## src/rtl/regfile_wb_arbiter.sv

```systemverilog
// Round-robin arbiter sharing the regfile write port among NREQ writeback sources,
// plus a per-register pending-write scoreboard used by issue for RAW/WAW stalls.
module regfile_wb_arbiter #(
    parameter int NREQ   = 3,
    parameter int REG_W  = 5,
    parameter int WORD_W = 32
) (
    input  logic                     clk,
    input  logic                     nrst,
    input  logic [NREQ-1:0]          req_valid,
    output logic [NREQ-1:0]          req_ready,
    input  logic [NREQ*REG_W-1:0]    req_rd,
    input  logic [NREQ*WORD_W-1:0]   req_data,
    input  logic                     iss_valid,
    input  logic [REG_W-1:0]         iss_rd,
    output logic                     rf_wen,
    output logic [REG_W-1:0]         rf_wsel,
    output logic [WORD_W-1:0]        rf_wdat,
    output logic [(2**REG_W)-1:0]    busy
);

    localparam int NREGS = 2**REG_W;
    localparam int PTR_W = (NREQ > 1) ? $clog2(NREQ) : 1;

    logic [PTR_W-1:0]  r_ptr;
    logic              r_wen;
    logic [REG_W-1:0]  r_wsel;
    logic [WORD_W-1:0] r_wdat;
    logic [NREGS-1:0]  r_busy;

    logic [PTR_W-1:0]  w_gnt_idx;
    logic              w_gnt_any;
    logic [NREQ-1:0]   w_gnt;
    logic              w_xfer;
    logic [PTR_W-1:0]  w_ptr_next;
    logic [REG_W-1:0]  w_rd_arr   [NREQ];
    logic [WORD_W-1:0] w_data_arr [NREQ];
    logic [REG_W-1:0]  w_sel_rd;
    logic [WORD_W-1:0] w_sel_data;
    logic [NREGS-1:0]  w_busy_next;

    // Search valids starting at the pointer, wrapping once around the requesters.
    always_comb begin : arb_search
        int v_idx;
        v_idx     = 0;
        w_gnt_any = 1'b0;
        w_gnt_idx = '0;
        for (int k = 0; k < NREQ; k++) begin
            v_idx = int'(r_ptr) + k;
            if (v_idx >= NREQ) begin
                v_idx = v_idx - NREQ;
            end
            if (!w_gnt_any && req_valid[v_idx]) begin
                w_gnt_any = 1'b1;
                w_gnt_idx = PTR_W'(v_idx);
            end
        end
    end

    for (genvar gi = 0; gi < NREQ; gi++) begin : g_req
        assign w_gnt[gi]      = w_gnt_any && (w_gnt_idx == PTR_W'(gi));
        assign w_rd_arr[gi]   = req_rd[gi*REG_W +: REG_W];
        assign w_data_arr[gi] = req_data[gi*WORD_W +: WORD_W];
    end

    // No grant may be advertised while the output stage is held in reset.
    assign req_ready  = nrst ? w_gnt : '0;
    assign w_xfer     = w_gnt_any && nrst;
    assign w_sel_rd   = w_rd_arr[w_gnt_idx];
    assign w_sel_data = w_data_arr[w_gnt_idx];
    assign w_ptr_next = (w_gnt_idx == PTR_W'(NREQ-1)) ? '0 : w_gnt_idx + 1'b1;

    always_ff @(posedge clk or negedge nrst) begin
        if (!nrst) begin
            r_ptr  <= '0;
            r_wen  <= 1'b0;
            r_wsel <= '0;
            r_wdat <= '0;
        end else begin
            r_wen <= 1'b0;
            if (w_xfer) begin
                r_ptr  <= w_ptr_next;
                r_wen  <= (w_sel_rd != '0);
                r_wsel <= w_sel_rd;
                r_wdat <= w_sel_data;
            end
        end
    end

    // Set has priority over clear so a re-issue on the writeback edge stays pending.
    for (genvar gi = 0; gi < NREGS; gi++) begin : g_sb
        if (gi == 0) begin : g_x0
            assign w_busy_next[gi] = 1'b0;
        end else begin : g_xr
            assign w_busy_next[gi] = (iss_valid && (iss_rd == REG_W'(gi)))
                                   || (r_busy[gi] && !(r_wen && (r_wsel == REG_W'(gi))));
        end
    end

    always_ff @(posedge clk or negedge nrst) begin
        if (!nrst) begin
            r_busy <= '0;
        end else begin
            r_busy <= w_busy_next;
        end
    end

    assign rf_wen  = r_wen;
    assign rf_wsel = r_wsel;
    assign rf_wdat = r_wdat;
    assign busy    = r_busy;

endmodule

```

## config.mk

```make
export PLATFORM = sky130hd
export DESIGN_NAME = regfile_wb_arbiter
export DESIGN_NICKNAME = d
export VERILOG_FILES = /design/src/rtl/regfile_wb_arbiter.sv
export SDC_FILE = /design/constraint.sdc
export NUM_CORES = 1
export LEC_CHECK = 0
export CORE_MARGIN = 3
export CORE_UTILIZATION = 38
export DETAILED_ROUTE_END_ITERATION = 10
export PLACE_DENSITY = 0.85
export SLEW_MARGIN = 20
export SYNTH_ARGS = -nofsm -noshare
export SYNTH_HDL_FRONTEND = slang
export SYNTH_SLANG_ARGS = --single-unit
```

## constraint.sdc

```tcl
create_clock -name clk -period 2.43 [get_ports clk]
set_clock_uncertainty 0.1 [all_clocks]
set_input_delay 0.486 -clock clk [delete_from_list [all_inputs] [get_ports clk]]
set_output_delay 0.486 -clock clk [all_outputs]
set_load 0.01 [all_outputs]
```

==> flow_metrics.tcl <==
set metrics [dict create \
    run_status "finished, violations left" \
    violated_checks "negative setup slack" \
    synth_edf_count 0 \
    post-route-drc-count 0 \
    via_per_inst 5.52 \
    place.gp.congestion 0.903 \
    timing_worst_slew_pin_value_ns 0.895 \
    min_period_ns 2.79 \
    finish.instance_area_um2 7420 \
    tritoncts_num_sinks 71 \
    p_switching_mw 3.89 \
    ios 195 \
    full_die_area_um2 12300 \
    worst_path_largest_cell_delay_ns 0.59 \
    area_delta_synth_final_pct 77.9 \
    setup_viol_count_final 38 \
    ctsLongestPathBuffers 2 \
    count_of_buffers_inserted_at_the_top_level_ports 193 \
    grt_first_pass_wirelength_um 23400 \
    syn_inst 412 \
    syn_area_per_cell_um2 10.1 \
    place_inst 747 \
    synth-main-ff-cell "sky130_fd_sc_hd__dfrtp_1" \
    start_kind "primary input" \
    num-fill-cells 747 \
    crit_path_max_fo 4 \
    sequentialPowerShare 0.220 \
    max_slew_margin 0.403 \
    antenna_violating_nets_post_route 0 \
    diodes 0 \
    globalRoute.totalOverflow 0 \
    critical_path.cell_chain "clkdlybuf4s50_1 > nor2b_2 > mux2i_4 > buf_4 > buf_4 > o31ai_4 > nor3_4 > buf_2" \
    power.density_cell_area_nw_per_um2 1350 \
    synth_top_cell_area_share 0.426 \
    post-synth-top-count-cell "sky130_fd_sc_hd__dfrtp_1" \
    slew_viols_final 0 \
    ys_ff_latch 71 \
    power.internal_mw 6.12 \
    yosys.cell_types.count 40 \
    first_global_vias 4571 \
    worst_setup_ep_type "output port" \
    floorplan.die.height_um 111 \
    ys_top_cells_by_area "sky130_fd_sc_hd__dfrtp_1 43%, sky130_fd_sc_hd__mux2i_1 8.9%, sky130_fd_sc_hd__a211oi_2 8.4%" \
    drt_wl_total_um 15200 \
    yosys_warnings 0 \
    antenna_found_initial 0 \
    yosysSeqAreaShare 0.426 \
    stdcell_count 786 \
    worst_ir_drop_vdd_mv 0.756 \
    yosys.area.top_type "sky130_fd_sc_hd__dfrtp_1" \
    placedInstanceArea_um2 6350 \
    clk_transition_reported_paths_ns 0.07 \
    leakage_nw 3.02 \
    clock-root-buffer "sky130_fd_sc_hd__clkbuf_8" \
    drive_above_1_share 0.258 \
    p_comb_frac 0.676 \
    cts_tree "yes" \
    numCtsBuffers 9 \
    detailed_place_hpwl_um 10200 \
    initial_core_utilization 0.397 \
    timing.critical_path.required_ns 1.84 \
    crit_family "buffers and inverters" \
    hold_path_class "in -> async" \
    placeableCoreArea_um2 10500 \
    synth.cell_area_um2 4170 \
    hold_ws_ns 0.291 \
    combined_buffer_and_inverter_count_along_the_critical_path 4 \
    route.detailed.wl_per_inst_um 19.3 \
    placement_rows 37 \
    final_min_period_over_clock_period 1.15 \
    track_usage 0.232 \
    unrepaired_setup_endpoints_after_global_routing "true" \
    dr.first_iter.drc_count 231 \
    synthArstFlopShare 1.00 \
    synth_top_cells_by_count "71 x sky130_fd_sc_hd__dfrtp_1, 47 x sky130_fd_sc_hd__o21ai_0, 42 x sky130_fd_sc_hd__nor2_1" \
    critical-path-slowest-cell "sky130_fd_sc_hd__clkdlybuf4s50_1" \
    clock_latency_ns 0.33 \
    layout.nets 771 \
    detailedRoute.firstPassIterationCount 5 \
    worst_ep_arrival_time_ns 2.20 \
    dr_total_vias 4336 \
    relative_contribution_of_the_clock_network_to_total_power 0.105 \
    fmaxAchievable_ghz 0.359 \
    setup_slack_ns -0.359 \
    max-cap-violations 0 \
    totalNegativeSetupSlack_ns -9.28 \
    cts-htree-levels 3 \
    timing.setup.critical_path_class "in -> out" \
    fraction_of_power_spent_switching_nets 0.388 \
    synth_nets 538 \
    chipWidth_um 111 \
    hold_viol 0 \
    crit_top_cell "sky130_fd_sc_hd__buf_4" \
    maximum_number_of_pins_on_one_net_before_global_route_repair 72 \
]
## power by group through the flow
stage | combinational (mW) | sequential [mW] | clock (mW)
after CTS | 6.20 | 2.18 | 1.07
after global routing | 7.14 | 2.27 | 1.12
final | 6.76 | 2.20 | 1.05
after detailed placement | 4.93 | 2.19 | 0
after floorplan | 2.67 | 2.35 | 0
after global placement | 4.80 | 2.16 | 0
## sequential cells by signal, summed over array words and instances (netlist names)
register / cells
busy: 31
rf_wsel: 5
r_ptr: 2
rf_wen: 1
rf_wdat: 32
## stage by stage
step,total power [mW],setup WS (ns),util
final,10.0,-0.359,0.706
after global routing,10.5,-0.415,0.706
after CTS,9.45,-0.332,0.675
after detailed placement,7.12,-0.644,0.604
after global placement,6.96,-0.576,0.604
after floorplan,5.03,-0.122,-
## routing by layer
metal,vias to the layer above,global-route usage,routed length (µm)
met4,0,0.0484,218
met1,2129,0.284,5940
met5,-,0,0
li1,1989,-,-
met2,200,0.418,8010
met3,18,0.0524,1030
## logic make-up (layout without fill, tap and decap cells)
kind of cell,Yosys count,count (layout),synth area share
flops,71,71,0.426
other cells,1,1,0.000899
buf+inv,29,267,0.0537
mux,38,38,0.0924
fa+ha+maj,4,4,0.0120
compound gates,162,162,0.285
simple gates,107,107,0.131
## cell usage in the layout (no fill, tap or decap), types with 14 or more instances in the layout
| cell type | n |
|---|---|
| sky130_fd_sc_hd__clkdlybuf4s50_1 | 188 |
| sky130_fd_sc_hd__a21o_1 | 34 |
| sky130_fd_sc_hd__buf_4 | 31 |
| sky130_fd_sc_hd__a211oi_2 | 31 |
| sky130_fd_sc_hd__nand2_1 | 14 |
| sky130_fd_sc_hd__nor2_1 | 38 |
| sky130_fd_sc_hd__o21ai_0 | 46 |
| sky130_fd_sc_hd__o21ai_1 | 24 |
| sky130_fd_sc_hd__mux2i_4 | 19 |
| sky130_fd_sc_hd__dfrtp_1 | 71 |
## layout make-up
cell class                      count  area [µm²]  area share
Clock buffer                       11         141      0.0190
Multi-Input combinational cell    312        2640       0.355
Tap cell                          136         170      0.0229
Timing Repair Buffer              249        2610       0.352
Sequential cell                    71        1780       0.239
Clock inverter                      5        81.3      0.0110
Inverter                            2        7.51     0.00101
## repair_timing
item,4_1_cts,5_1_grt
gates cloned,6,3
resized for setup,68,57
setup buffers,11,9
hold buffers,0,0
setup endpoints to repair,39,43
pin swaps,18,36
## final timing paths
kind / slack [ns] / to / from / depth (start not counted)
min reg2reg: 0.38 / rf_wdat[10] / rf_wdat[10] / 1
max: -0.36 / req_ready[1] / req_valid[2] / 8
min: 0.29 / busy[31] / nrst / 2
max in group asynchronous: 1.35 / rf_wdat[25] / nrst / 2
max reg2reg: -0.28 / rf_wdat[9] / r_ptr[0] / 13
min in group clk: 0.38 / rf_wdat[10] / rf_wdat[10] / 1
## worst register-to-register path, stage by stage, from the launching register on
cell	delay, ns
sky130_fd_sc_hd__dfrtp_1	0.42
sky130_fd_sc_hd__buf_6	0.13
sky130_fd_sc_hd__ha_4	0.18
sky130_fd_sc_hd__mux2i_4	0.20
sky130_fd_sc_hd__buf_6	0.14
sky130_fd_sc_hd__buf_6	0.10
sky130_fd_sc_hd__o21a_1	0.22
sky130_fd_sc_hd__a31oi_4	0.18
sky130_fd_sc_hd__buf_6	0.17
sky130_fd_sc_hd__buf_6	0.12
sky130_fd_sc_hd__buf_12	0.15
sky130_fd_sc_hd__mux2i_4	0.24
sky130_fd_sc_hd__a211oi_2	0.09
sky130_fd_sc_hd__a21o_1	0.16
No activity file was read; power rests on OpenSTA's default activity.
